===== config.mk =====
export PLATFORM = sky130hd
export DESIGN_NAME = bin_to_bcd_blanker_flat
export DESIGN_NICKNAME = d
export VERILOG_FILES = /design/src/rtl/bin_to_bcd_blanker_if.sv /design/src/rtl/bin_to_bcd_blanker.sv /design/src/flat_wrapper.sv
export SDC_FILE = /design/constraint.sdc
export NUM_CORES = 1
export LEC_CHECK = 0
export CORE_MARGIN = 5
export CORE_UTILIZATION = 38
export DETAILED_ROUTE_END_ITERATION = 7
export GPL_TIMING_DRIVEN = 0
export RECOVER_POWER = 100
export SLEW_MARGIN = 30
export SYNTH_ARGS = -nofsm -noshare
export SYNTH_HDL_FRONTEND = slang
export SYNTH_SLANG_ARGS = --single-unit

===== constraint.sdc =====
create_clock -name clk -period 4.97 [get_ports clk]
set_input_delay 0.994 -clock clk [delete_from_list [all_inputs] [get_ports clk]]
set_output_delay 0.994 -clock clk [all_outputs]
set_load 0.05 [all_outputs]

===== src/rtl/bin_to_bcd_blanker_if.sv =====
// Handshake and result bundle between a requester and the binary-to-BCD blanker.
// The master side drives start/bin; the slave (converter) returns status and display data.
interface bin_to_bcd_blanker_if #(
    parameter int BIN_W  = 27,
    parameter int DIGITS = 8
);
    logic                  start;
    logic [BIN_W-1:0]      bin;
    logic                  busy;
    logic                  done;
    logic                  ovf;
    logic [4*DIGITS-1:0]   bcd;
    logic [DIGITS-1:0]     blank;

    modport master (
        output start, bin,
        input  busy, done, ovf, bcd, blank
    );

    modport slave (
        input  start, bin,
        output busy, done, ovf, bcd, blank
    );
endinterface


===== src/rtl/bin_to_bcd_blanker.sv =====
// Sequential double-dabble converter: one shift-add-3 step per clock.
// Produces registered packed BCD and a leading-zero blank mask for the display decoder.
module bin_to_bcd_blanker #(
    parameter int BIN_W  = 27,
    parameter int DIGITS = 8
) (
    input  logic                   clk,
    input  logic                   rst,
    bin_to_bcd_blanker_if.slave    bus
);

    function automatic logic [63:0] max_value(input int n);
        logic [63:0] p;
        p = 64'd1;
        for (int i = 0; i < n; i++) p = p * 64'd10;
        return p - 64'd1;
    endfunction

    localparam int                  CNT_W     = $clog2(BIN_W + 1);
    localparam logic [63:0]         MAX_VAL   = max_value(DIGITS);
    localparam logic [DIGITS-1:0]   BLANK_RST = {{(DIGITS-1){1'b1}}, 1'b0};

    typedef enum logic [1:0] {IDLE, CONV, FINISH} state_t;

    state_t                 state;
    state_t                 state_next;
    logic [BIN_W-1:0]       shreg;
    logic [4*DIGITS-1:0]    acc;
    logic [4*DIGITS-1:0]    acc_next;
    logic [CNT_W-1:0]       count;
    logic                   ovf_pend;
    logic                   cap_ovf;
    logic                   done_r;
    logic                   ovf_r;
    logic [4*DIGITS-1:0]    bcd_r;
    logic [DIGITS-1:0]      blank_r;
    logic [DIGITS-1:0]      blank_calc;

    assign cap_ovf = 64'(bus.bin) > MAX_VAL;

    always_ff @(posedge clk) begin
        if (rst) state <= IDLE;
        else     state <= state_next;
    end

    always_comb begin
        state_next = state;
        case (state)
            IDLE:    if (bus.start) state_next = CONV;
            CONV:    if (count == CNT_W'(1)) state_next = FINISH;
            FINISH:  state_next = IDLE;
            default: state_next = IDLE;
        endcase
    end

    // One double-dabble step; the top nibble's carry is dropped because it can
    // only occur for inputs already flagged as overflow at capture time.
    always_comb begin
        logic [3:0] adj;
        acc_next    = '0;
        adj         = '0;
        acc_next[0] = shreg[BIN_W-1];
        for (int d = 0; d < DIGITS; d++) begin
            adj = acc[4*d +: 4];
            if (adj >= 4'd5) adj = adj + 4'd3;
            acc_next[4*d+1 +: 3] = adj[2:0];
            if (d < DIGITS - 1) acc_next[4*d+4] = adj[3];
        end
    end

    always_comb begin
        logic upper_zero;
        upper_zero = 1'b1;
        blank_calc = '0;
        for (int d = DIGITS - 1; d >= 1; d--) begin
            upper_zero    = upper_zero && (acc[4*d +: 4] == 4'd0);
            blank_calc[d] = upper_zero;
        end
    end

    always_ff @(posedge clk) begin
        if (rst) begin
            shreg    <= '0;
            acc      <= '0;
            count    <= '0;
            ovf_pend <= 1'b0;
            done_r   <= 1'b0;
            ovf_r    <= 1'b0;
            bcd_r    <= '0;
            blank_r  <= BLANK_RST;
        end else begin
            done_r <= 1'b0;
            case (state)
                IDLE: begin
                    if (bus.start) begin
                        shreg    <= bus.bin;
                        acc      <= '0;
                        count    <= CNT_W'(BIN_W);
                        ovf_pend <= cap_ovf;
                    end
                end
                CONV: begin
                    acc   <= acc_next;
                    shreg <= {shreg[BIN_W-2:0], 1'b0};
                    count <= count - CNT_W'(1);
                end
                FINISH: begin
                    done_r <= 1'b1;
                    ovf_r  <= ovf_pend;
                    if (ovf_pend) begin
                        bcd_r   <= {DIGITS{4'hE}};
                        blank_r <= '0;
                    end else begin
                        bcd_r   <= acc;
                        blank_r <= blank_calc;
                    end
                end
                default: ;
            endcase
        end
    end

    assign bus.busy  = (state != IDLE);
    assign bus.done  = done_r;
    assign bus.ovf   = ovf_r;
    assign bus.bcd   = bcd_r;
    assign bus.blank = blank_r;

endmodule


===== src/flat_wrapper.sv =====
// flat-port wrapper written by rule: the top's interface ports become plain ports
module bin_to_bcd_blanker_flat 
#(
    parameter int BIN_W  = 27,
    parameter int DIGITS = 8
)
  (clk, rst, bus_start, bus_bin, bus_busy, bus_done, bus_ovf, bus_bcd, bus_blank);
  bin_to_bcd_blanker_if #(.BIN_W(BIN_W), .DIGITS(DIGITS)) bus_i ();
  input  logic clk;
  input  logic rst;
  input wire logic [$bits(bus_i.start)-1:0] bus_start;
  input wire logic [$bits(bus_i.bin)-1:0] bus_bin;
  output wire logic [$bits(bus_i.busy)-1:0] bus_busy;
  output wire logic [$bits(bus_i.done)-1:0] bus_done;
  output wire logic [$bits(bus_i.ovf)-1:0] bus_ovf;
  output wire logic [$bits(bus_i.bcd)-1:0] bus_bcd;
  output wire logic [$bits(bus_i.blank)-1:0] bus_blank;
  assign bus_i.start = bus_start;
  assign bus_i.bin = bus_bin;
  assign bus_busy = bus_i.busy;
  assign bus_done = bus_i.done;
  assign bus_ovf = bus_i.ovf;
  assign bus_bcd = bus_i.bcd;
  assign bus_blank = bus_i.blank;
  bin_to_bcd_blanker #(.BIN_W(BIN_W), .DIGITS(DIGITS)) u_core (.clk(clk), .rst(rst), .bus(bus_i));
endmodule

## Word level (Yosys, flattened, before mapping)

Index checks and enable logic that the tools add are counted.

- Input bits: 30
- Register bits after elaboration: 109
- Output and inout bits: 43
- Logic and storage cells: 71

- Equal/unequal tests: 5
- Muxes and demuxes: 20
- Magnitude comparators: 9
- Add/subtract/negate cells: 9
- Reductions and logical operators: 19

Operators with widths:

| kind | number |
|---|---|
| 32-bit 2-to-1 mux | 2 |
| 32-bit case mux with 2 select lines | 1 |
| 27-bit case mux with 2 select lines | 1 |
| 4-bit by 3-bit >= comparator with 1-bit output (second input constant) | 8 |
| 4-bit by 2-bit adder with 4-bit output (second input constant) | 7 |
| 4-bit zero test | 7 |
| 4-bit 2-to-1 mux | 7 |
| 27-bit > comparator (second input constant) | 1 |
| 27-bit 2-to-1 mux | 1 |
| 5-bit case mux with 2 select lines | 1 |
| 8-bit 2-to-1 mux | 1 |
| 1-bit logical AND | 6 |
| 2-bit AND reduction | 3 |
| 5-bit by 1-bit == test with 1-bit output (second input constant) | 1 |
| 5-bit 2-to-1 mux | 1 |
| 5-bit by 1-bit subtractor with 5-bit output (second input constant) | 1 |
| 2-bit 2-to-1 mux | 2 |
| 2-bit case mux with 2 select lines | 1 |
| 2-bit nonzero test | 2 |
| 3-bit by 2-bit adder with 3-bit output (second input constant) | 1 |
| 3-bit 2-to-1 mux | 1 |
| 2-bit by 1-bit == test with 1-bit output (second input constant) | 1 |
| 2-bit == test (second input constant) | 1 |
| 2-bit zero test | 1 |
| other kinds (3) | 3 |

## Logic depth before layout (Yosys ltp)

Gate-level depths: netlist of the first run.

- Depth in word-level cells: 8
- Depth in mapped cells: 6
- Depth with buffers taken out: 6

## Least setup slack after synthesis of the first run

Ideal clock, no wire load.

- Path type: input to register
- Start: in bus_start
- End: reg u_core.acc[14]
- Buffers on the path: 1
- Data required time: 4853 ps
- Library setup time: 117 ps
- Path slack: 2631 ps
- Arrival: 2222 ps
- Stages: 4
- Path through: nor3b_1 -> nor3_1 -> clkbuf_1 -> a22o_2

- Longest elaborated chain between the ends: 2

Ends and longest elaborated chain:

| item | RTL line | text |
|---|---|---|
| start, declared | flat_wrapper.sv:11 | `input wire logic [$bits(bus_i.start)-1:0] bus_start;` |
| 2-bit != test (no source line) | n/a |  |
| 2-bit AND reduction (no source line) | n/a |  |
| end signal, assigned | bin_to_bcd_blanker.sv:103 | `acc <= acc_next;` |
| end, declared | bin_to_bcd_blanker.sv:28 | `logic [4*DIGITS-1:0] acc;` |

No other way between the ends.
A chain may end at the register's enable or synchronous reset.

## Worst setup path after layout of the first run

Same ends and word-level chain as after synthesis.

==> qor.yml, run 1 <==
setup_path:
  regToRegSetupSlack_ps: 2590
  worstRegToRegCells: 4
  rr_startpoint: "u_core.state[1]"
  crit_buf_inv: 2
  crit_path_start_kind: "input port"
  critPathArrivalTime_ps: 3470
  critPathLaunch: "bus_start"
  required_ps: 5220
  r2r_end: "u_core.acc[14]"
  path_max_fanout: 10
  cpLargestDelayFamily: "simple AND/OR/NAND/NOR gates"
  endpoint_kind: "register"
  critPathMaxStageDelay_ps: 830
  critPathKind: "in -> reg"
  slowest_stage: "nor3b_1"
  worstPathCellList: "dlygate4sd3_1, nor3b_1, nor3_1, clkbuf_1, a22o_2"
die:
  die_h_um: 123
  core_area_um2: 12600
  num_rows: 41
  fp.dieW_um: 123
  io_pins: 73
  start_util_pct: 38.7
  dieArea_um2: 15200
layout:
  drive_above_1_share_pct: 2.52
  fin_nets: 724
  stdcell_count: 846
  num_antenna_cells: 0
  fin_area_um2: 6130
  fillCellCount: 1302
  syn_to_final_growth_pct: 25.5
timing:
  slew-limit-headroom_pct: 31.8
  maxSlewViolCount: 0
  fin_skew_ps: 7.47
  fin_crit_ps: 3220
  rsz0062_at_grt: "false"
  setup_tns_ps: 0
  tightest_slew_ps: 1010
  timing.final.crit_share_pct: 64.8
  hold_violations: 0
  fmax_ghz: 0.310
  finalSetupViolations: 0
clock_network:
  hold_buffers: 0
  cts_tree: "done"
  clockBufferDepth: 2
  cts_resized: 0
  cts.sinks: 108
  clock_latency_ps: 360
  htree_levels: 3
  cts_setup_buffers: 0
  root_buffer: "clkbuf_16"
  numCtsBuffers: 9
  clk_pin_slew_ps: 70
grt:
  grt_max_degree: 17
  grt-ovfl-total: 0
  antenna_found_initial: 0
  grt_pass1_vias: 4260
  groute.usage.overall_pct: 17.6
  grt_pass1_wl_um: 21100
pwr:
  irDropWorstVdd_mv: 0.188
  total_power_uw: 1910
  powerDensity_nw_per_um2: 311
  p_leak_uw: 0.00229
routing:
  drt-initial-drc-count: 238
  routedWlPerCell_um: 15.4
  vias_per_cell: 5.28
  drt_first_pass_iters: 5
  drc_errors: 0
  antenna_left: 0
  finalWirelength_um: 13000
  vias: 4471
synth:
  async_reset_ff_share_pct: 0
  synth_top_area_cell: "dfxtp_1"
  syn_avg_cell_area_um2: 8.32
  synth_seq_cells: 108
  syn_nets: 642
  synth_commonest_cells: "108 x dfxtp_1, 89 x nand2_1, 63 x a21oi_1"
  synth_area_um2: 4880
  synth_most_common_cell: "dfxtp_1"
  synth_top_area_share_pct: 44.3
  synthTopCellsByArea: "dfxtp_1 44%, nand2_1 6.8%, a21oi_1 6.5%"
  yosys_warnings: 0
  ys_seq_area_share_pct: 44.3
  synth_edf_count: 0
  netlist_instances: 587
  yosysUniqueCellTypes: 37
  synth-main-ff-cell: "dfxtp_1"
placement:
  io_buffers: 71
  place_area_um2: 5810
  gp_congestion: 0.880
  dp_hpwl_um: 9510
  dp.cells: 830
outcome:
  status: "completed"
worst_hold_path:
  hold_depth: 2
  min_from: "u_core.bus.bcd[2]"
  min-delay-path-class: "reg -> reg"
  min_to: "u_core.bus.bcd[2]"
job:
  cap_violations: 0
flip-flops by register name (all words and copies together) (netlist names), 2 cells and up:
signal and count:
u_core.bus.blank 7, u_core.acc 32, u_core.shreg 27, u_core.count 5, u_core.bus.bcd 32, u_core.state 2
final cells by class:
type                            instances  area (um^2)  area share (%)
Sequential cell                       108         2160            35.3
Clock inverter                          5         75.1            1.22
Buffer                                 40          154            2.51
Clock buffer                           11          243            3.96
Multi-Input combinational cell        420         2500            40.8
Timing Repair Buffer                   71          711            11.6
Tap cell                              172          215            3.51
Inverter                               19         71.3            1.16
worst min-delay path: cells and delay by family (launching register included):
kind            cells  cell delay, ps
compound gates      1              50
flops               1             310
simple gates        1              50
power breakdown:
part / internal, uW / total [uW] / switching (uW) / leakage (uW)
clock: 453 / 781 / 327 / 0.000159
combinational: 72.1 / 208 / 136 / 0.00125
sequential: 899 / 920 / 20.7 / 0.000878
how the worst max path moves through the flow:
stage                                 to  slack (ps)  cells after the start
after floorplan           u_core.acc[14]        2630                      4
after global placement    u_core.acc[14]        1480                      5
after detailed placement  u_core.acc[14]        1430                      5
after CTS                 u_core.acc[14]        1820                      5
after global routing      u_core.acc[14]        1510                      5
final                     u_core.acc[14]        1750                      5
per-stage QoR:
stage	hold slack, ps	worst slack (ps)	utilization, %
after floorplan	432	2630	-
after global placement	441	1480	46.0
after detailed placement	445	1430	46.0
after CTS	454	1820	48.6
after global routing	467	1510	48.6
final	445	1750	48.6
kinds of logic after synthesis:
logic type / synth area share (%)
AND/OR/NAND/NOR: 20.6
AO/OA/AOI/OAI: 20.0
flip-flops: 44.3
buffers and inverters: 4.61
adder cells (fa/ha/maj): 6.40
XOR/XNOR: 2.33
multiplexers: 1.64
other: 0.0768
layer usage:
metal | wire length, um | track usage (%) | vias up
met4 | 292 | 7.34 | 0
met5 | 0 | 0 | -
met2 | 5930 | 28.3 | 104
li1 | - | - | 2233
met1 | 6240 | 23.3 | 2116
met3 | 564 | 3.29 | 18
layout by cell type (no fill, tap or decap), types with 4 or more instances in the layout:
| master | instances |
|---|---|
| a21oi_1 | 63 |
| a22o_1 | 15 |
| a311oi_1 | 26 |
| clkbuf_1 | 39 |
| clkbuf_16 | 9 |
| clkdlybuf4s50_1 | 27 |
| dfxtp_1 | 108 |
| dlygate4sd3_1 | 44 |
| ha_1 | 25 |
| inv_1 | 19 |
| mux2i_1 | 8 |
| nand2_1 | 89 |
| nand2b_1 | 12 |
| nand3_1 | 19 |
| nand4_1 | 4 |
| nor2_1 | 37 |
| nor3_1 | 20 |
| nor3b_1 | 7 |
| nor4_1 | 4 |
| o21ai_0 | 40 |
| o31ai_1 | 4 |
| or3_1 | 13 |
| xnor2_1 | 10 |
(Power assumes the default switching activity.)
==> inputs of run 2 (changes only) <==
clock period = 2.8 ns   (was 4.97 ns; I/O delays follow)
==> run 2 against run 1 <==
  * Combinational power rose by 78%
  * Clock power rose by 77%
  * Sequential share of layout area fell by 0.058 points
  * Cell count did not move
  * Largest cell class unchanged
  * Routed wire length fell by 0.53%
  * Sequential power rose by 77%
  * Global-route usage did not move
  * Cell area rose by 0.16%
  * Total power rose by 77%
  * Utilization rose by 0.079 points
==> qor.yml, run 2 (same netlist as run 1, synthesis figures left out) <==
placement:
  dp_hpwl_um: 9510
  io_buffers: 71
  gp_congestion: 0.880
timing:
  fin_skew_ps: 6.89
  maxSlewViolCount: 0
  finalSetupViolations: 0
  fin_crit_ps: 2360
  rsz0062_at_grt: "false"
  fmax_ghz: 0.423
  slew-limit-headroom_pct: 55.3
  timing.final.crit_share_pct: 84.4
  hold_violations: 0
  tightest_slew_ps: 669
setup_path:
  critPathMaxStageDelay_ps: 860
  critPathKind: "reg -> out"
  slowest_stage: "dlygate4sd3_1"
  crit_buf_inv: 2
  required_ps: 2240
  regToRegSetupSlack_ps: 440
  endpoint_kind: "output pin"
  critPathArrivalTime_ps: 1800
  worstPathCellList: "nor2_1, inv_1, dlygate4sd3_1"
  crit_path_start_kind: "register"
  cpLargestDelayFamily: "buffers and inverters"
  path_max_fanout: 6
clock_network:
  numCtsBuffers: 9
  cts.sinks: 108
  cts_setup_buffers: 0
  clk_pin_slew_ps: 70
  htree_levels: 3
  cts_tree: "done"
  root_buffer: "clkbuf_16"
  hold_buffers: 0
  clockBufferDepth: 2
  cts_resized: 0
  clock_latency_ps: 360
routing:
  finalWirelength_um: 13000
  antenna_left: 0
  vias_per_cell: 5.32
  vias: 4502
  drt_first_pass_iters: 5
  routedWlPerCell_um: 15.3
  drt-initial-drc-count: 245
  drc_errors: 0
layout:
  final_core_util_pct: 48.6
  num_antenna_cells: 0
  drive_above_1_share_pct: 2.82
  seq_area_um2: 2160
  multi_input_area_um2: 2510
  final_cell_mix: "108 x dfxtp_1, 89 x nand2_1, 63 x a21oi_1"
  fin_nets: 724
  final_common_cell: "dfxtp_1"
  syn_to_final_growth_pct: 25.7
  fillCellCount: 1300
pwr:
  total_power_uw: 3380
  powerDensity_nw_per_um2: 551
  irDropWorstVdd_mv: 0.327
  p_leak_uw: 0.00229
grt:
  grt_pass1_wl_um: 21100
  antenna_found_initial: 0
  grt_pass1_vias: 4260
  grt_max_degree: 17
  groute.usage.overall_pct: 17.6
  grt-ovfl-total: 0
die:
  fp.dieW_um: 123
  die_h_um: 123
  dieArea_um2: 15200
  start_util_pct: 38.7
  num_rows: 41
  core_area_um2: 12600
  io_pins: 73
outcome:
  status: "completed"
job:
  cap_violations: 0
worst_hold_path:
  min-delay-path-class: "reg -> reg"
[run 2: where the power goes]
part	leakage [uW]	internal, uW	switching (uW)	total [uW]
Clock	0.000159	805	575	1380
Sequential	0.000878	1600	36.9	1630
Combinational	0.00125	129	242	371
Total	0.00229	2530	854	3380
[run 2: final cells by class]
type / instances / share of cell area (%)
Tap cell: 172 / 3.51
Buffer: 40 / 2.51
Clock buffer: 11 / 3.95
Timing Repair Buffer: 71 / 11.6
Multi-Input combinational cell: 420 / 40.8
Clock inverter: 5 / 1.22
Inverter: 19 / 1.16
Sequential cell: 108 / 35.2
[run 2: worst paths after layout]
kind / from / to / cells after the start
hold reg to reg: u_core.bus.bcd[2] / u_core.bus.bcd[2] / 2
setup reg to reg: u_core.acc[12] / u_core.bus.blank[1] / 6
setup / recovery: u_core.state[0] / bus_busy / 3
hold / removal: u_core.bus.bcd[2] / u_core.bus.bcd[2] / 2
[run 2: metrics by stage]
stage	TNS (ps)	hold slack [ps]	setup WS (ps)	cells	instance area (um^2)
after floorplan	0	432	723	587	4880
after global placement	-2240	441	-252	830	5810
after detailed placement	-2830	445	-303	830	5810
after CTS	0	454	87.7	846	6130
after global routing	0	467	304	846	6140
final	0	445	436	846	6140
[run 2: per-layer routing]
layer / track usage (%) / vias to the layer above / routed length [um]
li1: - / 2231 / -
met1: 23.3 / 2117 / 6120
met2: 28.3 / 136 / 5870
met3: 3.29 / 18 / 682
met4: 7.34 / 0 / 290
met5: 0 / - / 0
[run 2: worst reg2reg max path, delay by kind of cell (launching register included)]
kind            cells  cell delay [ps]
simple gates        3             1490
flops               1              370
compound gates      1              150
fa+ha+maj           1              140
buf+inv             1              130
